$ cat config.mk
export PLATFORM = sky130hd
export DESIGN_NAME = reg_write_arbiter
export DESIGN_NICKNAME = d
export VERILOG_FILES = /design/src/rtl/reg_write_arbiter.sv
export SDC_FILE = /design/constraint.sdc
export NUM_CORES = 1
export LEC_CHECK = 0
export CAP_MARGIN = 20
export CORE_AREA = 5 5 53 55
export DETAILED_ROUTE_END_ITERATION = 12
export DIE_AREA = 0 0 58 60
export PLACE_DENSITY = 0.75
export SLEW_MARGIN = 25
export SYNTH_ARGS = -nofsm -noshare
export SYNTH_HDL_FRONTEND = slang
export SYNTH_SLANG_ARGS = --single-unit
$ cat constraint.sdc
create_clock -name clk -period 1.91 [get_ports clk]
set_input_delay 0.191 -clock clk [delete_from_list [all_inputs] [get_ports clk]]
set_output_delay 0.191 -clock clk [all_outputs]
set_load 0.02 [all_outputs]
$ cat src/rtl/reg_write_arbiter.sv
// Round-robin arbiter granting one of N_REQ requesters write access to a shared register.
// Each write takes IDLE -> GRANT -> ACK; a requester that drops its request while granted aborts the write.
module reg_write_arbiter #(
  parameter int N_REQ = 4,
  parameter int W     = 4
) (
  input  logic                     clk,
  input  logic                     rst,
  input  logic [N_REQ-1:0]         req,
  input  logic [N_REQ*W-1:0]       wdata,
  output logic [N_REQ-1:0]         gnt,
  output logic [N_REQ-1:0]         ack,
  output logic [W-1:0]             q,
  output logic [$clog2(N_REQ)-1:0] q_src,
  output logic                     busy
);

  localparam int IW = $clog2(N_REQ);

  typedef enum logic [1:0] {IDLE, GRANT, ACK} state_t;

  state_t         state, state_n;
  logic [IW-1:0]  ptr, ptr_n;
  logic [IW-1:0]  winner, winner_n;
  logic [IW-1:0]  q_src_n;
  logic [IW-1:0]  rr_win, idx;
  logic           rr_found;
  logic [N_REQ-1:0] gnt_n, ack_n;
  logic [W-1:0]   q_n;

  // Search starts at ptr and wraps, so the most recently served requester has lowest priority
  always_comb begin
    rr_found = 1'b0;
    rr_win   = ptr;
    idx      = ptr;
    for (int k = 0; k < N_REQ; k++) begin
      idx = ptr + IW'(k);
      if (!rr_found && req[idx]) begin
        rr_found = 1'b1;
        rr_win   = idx;
      end
    end
  end

  always_comb begin
    state_n  = state;
    ptr_n    = ptr;
    winner_n = winner;
    gnt_n    = '0;
    ack_n    = '0;
    q_n      = q;
    q_src_n  = q_src;
    case (state)
      IDLE: begin
        if (rr_found) begin
          winner_n = rr_win;
          gnt_n    = N_REQ'(1) << rr_win;
          state_n  = GRANT;
        end
      end
      GRANT: begin
        // The write only commits if the winner still holds its request
        if (req[winner]) begin
          q_n     = wdata[winner*W +: W];
          q_src_n = winner;
          ack_n   = N_REQ'(1) << winner;
          ptr_n   = winner + IW'(1);
          state_n = ACK;
        end else begin
          state_n = IDLE;
        end
      end
      ACK:     state_n = IDLE;
      default: state_n = IDLE;
    endcase
  end

  always_ff @(posedge clk) begin
    if (rst) begin
      state  <= IDLE;
      ptr    <= '0;
      winner <= '0;
      gnt    <= '0;
      ack    <= '0;
      q      <= '0;
      q_src  <= '0;
    end else begin
      state  <= state_n;
      ptr    <= ptr_n;
      winner <= winner_n;
      gnt    <= gnt_n;
      ack    <= ack_n;
      q      <= q_n;
      q_src  <= q_src_n;
    end
  end

  assign busy = (state != IDLE);

endmodule

==> load_flow_metrics.sql <==
INSERT INTO impl_metrics (metric_group, metric, value, unit) VALUES
('status', 'status', 'finished, final reports clean', ''),
('clock_tree', 'worst_skew_pair.late_latency', '0.29', 'ns'),
('global_routing', 'grt_pass1_vias', '834', ''),
('synth', 'synth_edf_count', '0', ''),
('drt', 'drt-wirelength-per-cell', '13.8', 'um'),
('synth', 'synthesis.area_per_instance', '10.4', 'um2'),
('power_and_ir_drop', 'power.net_switching', '284', 'uW'),
('sta', 'report.final.slew_viol_count', '0', ''),
('drt', 'drcViolationCount', '0', ''),
('critical_path', 'cp.arrival', '1.52', 'ns'),
('power_and_ir_drop', 'power.share.sequential', '46.4', '%'),
('clock_tree', 'holdBufCountCts', '0', ''),
('drt', 'detailroute.via_count', '772', ''),
('floorplanning', 'start_util', '38.1', '%'),
('global_routing', 'globalRouteOverflowTotal', '0', ''),
('global_routing', 'grt_start_max_net_pins', '16', ''),
('drt', 'routed_wl', '2160', 'um'),
('cells_and_area', 'layout.cells.non_filler', '156', ''),
('drt', 'ant_nets', '0', ''),
('cells_and_area', 'syn_to_final_growth', '50.0', '%'),
('power_and_ir_drop', 'p_int', '732', 'uW'),
('synth', 'mappedNetlistArea', '893', 'um2'),
('power_and_ir_drop', 'leakagePower', '0.000487', 'uW'),
('clock_tree', 'ctsRootBufferMaster', 'sky130_fd_sc_hd__clkbuf_4', ''),
('synth', 'synth_async_sr_flop_share', '0', '%'),
('clock_tree', 'ctsLongestPathBuffers', '2', ''),
('floorplanning', 'io_pins', '37', ''),
('synth', 'yosysWarningCount', '0', ''),
('placed_design', 'dp_hpwl', '1710', 'um'),
('cells_and_area', 'n_antenna_cell', '0', ''),
('floorplanning', 'dieWidth', '58', 'um'),
('synth', 'ff_latch_count_synth', '20', ''),
('placed_design', 'gpl.final_weighted_congestion', '0.783', ''),
('clock_tree', 'clock_tree.htree_level_count', '1', ''),
('global_routing', 'grt_pass1_wl', '3670', 'um'),
('critical_path', 'timing.critical_path.slowest_cell_delay', '0.55', 'ns'),
('critical_path', 'timing_worst_setup_path_type', 'flop to output port', ''),
('critical_path', 'crit_required', '1.72', 'ns'),
('floorplanning', 'row_count', '18', ''),
('global_routing', 'grt_util_all_layers', '13.8', '%'),
('power_and_ir_drop', 'share_clk_of_total_power', '23.9', '%'),
('placed_design', 'placed_cells_incl_taps', '152', ''),
('drt', 'firstDrtPassIters', '4', ''),
('critical_path', 'crit_path_max_fanout', '4', ''),
('cells_and_area', 'mostFrequentLayoutCell', 'sky130_fd_sc_hd__clkdlybuf4s50_1', ''),
('critical_path', 'capturing_element_type_of_the_critical_path', 'output port', ''),
('synth', 'ys.flop_type', 'sky130_fd_sc_hd__dfxtp_1', ''),
('critical_path', 'cp_top_family', 'buffers and inverters', ''),
('drt', 'vias_per_cell', '4.95', ''),
('sta', 'timing.setup.tns', '0', 'ns'),
('hold_path', 'hp-class', 'flop to flop', ''),
('clock_tree', 'tritoncts_buffers', '3', ''),
('synth', 'synthCells', '86', ''),
('cells_and_area', 'fraction_of_layout_instances_using_a_drive_strength_above_1', '13.5', '%'),
('sta', 'rsz0062_at_grt', 'false', ''),
('power_and_ir_drop', 'vdd_drop_max', '448', 'uV'),
('critical_path', 'critical_path.startpoint_type', 'flop', ''),
('sta', 'final.min_clock_period', '1.71', 'ns'),
('cells_and_area', 'fillers', '222', ''),
('floorplanning', 'die-area', '0.00348', 'mm2'),
('drt', 'detailedRoute.firstIterationViolations', '19', ''),
('sta', 'clock-skew-final', '0.00115', 'ns'),
('critical_path', 'path_cells', 'or2_2, clkdlybuf4s50_1', ''),
('flow_run', 'cap_viol_max_count', '0', ''),
('sta', 'slew_headroom', '70.3', '%'),
('sta', 'final_min_period_over_clock_period', '89.5', '%'),
('synth', 'synth_nets', '108', ''),
('sta', 'report.final.setup_viol', '0', ''),
('clock_tree', 'cts_tree', 'done', ''),
('clock_tree', 'clock-sinks', '20', ''),
('power_and_ir_drop', 'combPwrFrac', '29.7', '%');
-- metrics by stage --
stage	util (%)	setup WS [ns]	total power [uW]	hold slack, ns	area (um2)
global placement	55.7	0.208	779	0.475	1300
finish	57.2	0.200	1020	0.508	1340
global route	57.2	0.150	1070	0.557	1340
detailed placement	55.7	0.134	784	0.483	1300
CTS	57.2	0.176	1030	0.515	1340
floorplan	-	0.452	657	0.263	893
-- worst register-to-register path, cell delays in order, from the launching register on --
cell                      delay, ns
sky130_fd_sc_hd__dfxtp_1       0.36
sky130_fd_sc_hd__or3b_4        0.40
sky130_fd_sc_hd__o22ai_4       0.35
sky130_fd_sc_hd__mux2i_1       0.24
sky130_fd_sc_hd__nor2_1        0.05
-- synth_stat cells, types with 2 or more instances --
| cell | count | area share, % |
|---|---|---|
| sky130_fd_sc_hd__dfxtp_1 | 20 | 45 |
| sky130_fd_sc_hd__nor2_1 | 13 | 5.5 |
| sky130_fd_sc_hd__mux2i_1 | 7 | 7.8 |
| sky130_fd_sc_hd__mux4_2 | 4 | 10 |
| sky130_fd_sc_hd__nor2b_1 | 4 | 2.8 |
| sky130_fd_sc_hd__a211oi_1 | 3 | 2.5 |
| sky130_fd_sc_hd__a21oi_1 | 3 | 1.7 |
| sky130_fd_sc_hd__inv_1 | 3 | 1.3 |
| sky130_fd_sc_hd__or2_2 | 3 | 2.1 |
| sky130_fd_sc_hd__buf_2 | 2 | 1.1 |
| sky130_fd_sc_hd__clkbuf_1 | 2 | 0.84 |
| sky130_fd_sc_hd__nand3b_1 | 2 | 1.7 |
| sky130_fd_sc_hd__nor3_1 | 2 | 1.1 |
| sky130_fd_sc_hd__nor3b_1 | 2 | 1.7 |
| sky130_fd_sc_hd__nor4_1 | 2 | 1.4 |
| sky130_fd_sc_hd__o21ai_0 | 2 | 1.1 |
-- power groups by stage --
stage / sequential, uW / clock (uW) / combinational (uW)
2_1_floorplan: 495 / 0 / 161
3_3_place_gp: 480 / 0 / 299
3_5_place_dp: 480 / 0 / 303
4_1_cts: 471 / 253 / 305
5_1_grt: 475 / 267 / 330
6_report: 471 / 243 / 302
-- sequential cells by signal, summed over array words and instances (netlist names) --
register / count
q_src: 2
ack: 4
winner: 2
gnt: 4
state: 2
q: 4
ptr: 2
-- final timing paths --
kind,from,endpoint,slack (ns),depth (start not counted)
worst max-delay path,state[1],busy,0.20,2
worst max register to register,state[0],q_src[0],0.42,4
worst min-delay path,q_src[1],q_src[1],0.51,2
worst min register to register,q_src[1],q_src[1],0.51,2
-- kinds of logic (layout without fill, tap and decap cells) --
family / count (synthesis) / in the layout / synth area share, %
buffers and inverters: 7 / 47 / 3.22
DFF: 20 / 20 / 44.8
xor gates and xnor gates: 1 / 1 / 0.981
and+or+nand+nor: 34 / 34 / 22.1
muxes: 11 / 11 / 17.9
AOI/OAI and AO/OA: 13 / 13 / 10.9
-- metal layers --
metal	global-route usage [%]	vias up	part of all wire, %
met4	5.63	0	0
li1	-	392	-
met1	15.4	352	43
met5	0	-	0
met3	3.02	0	5.8
met2	25.2	28	51
-- layout make-up --
cell class / count / area (um2) / share of cell area, %
Clock buffer: 4 / 36.3 / 2.71
Inverter: 3 / 11.3 / 0.840
Multi-Input combinational cell: 59 / 464 / 34.6
Sequential cell: 20 / 400 / 29.9
Tap cell: 30 / 37.5 / 2.80
Timing Repair Buffer: 40 / 390 / 29.1
Power figures use the tool's default switching activity.
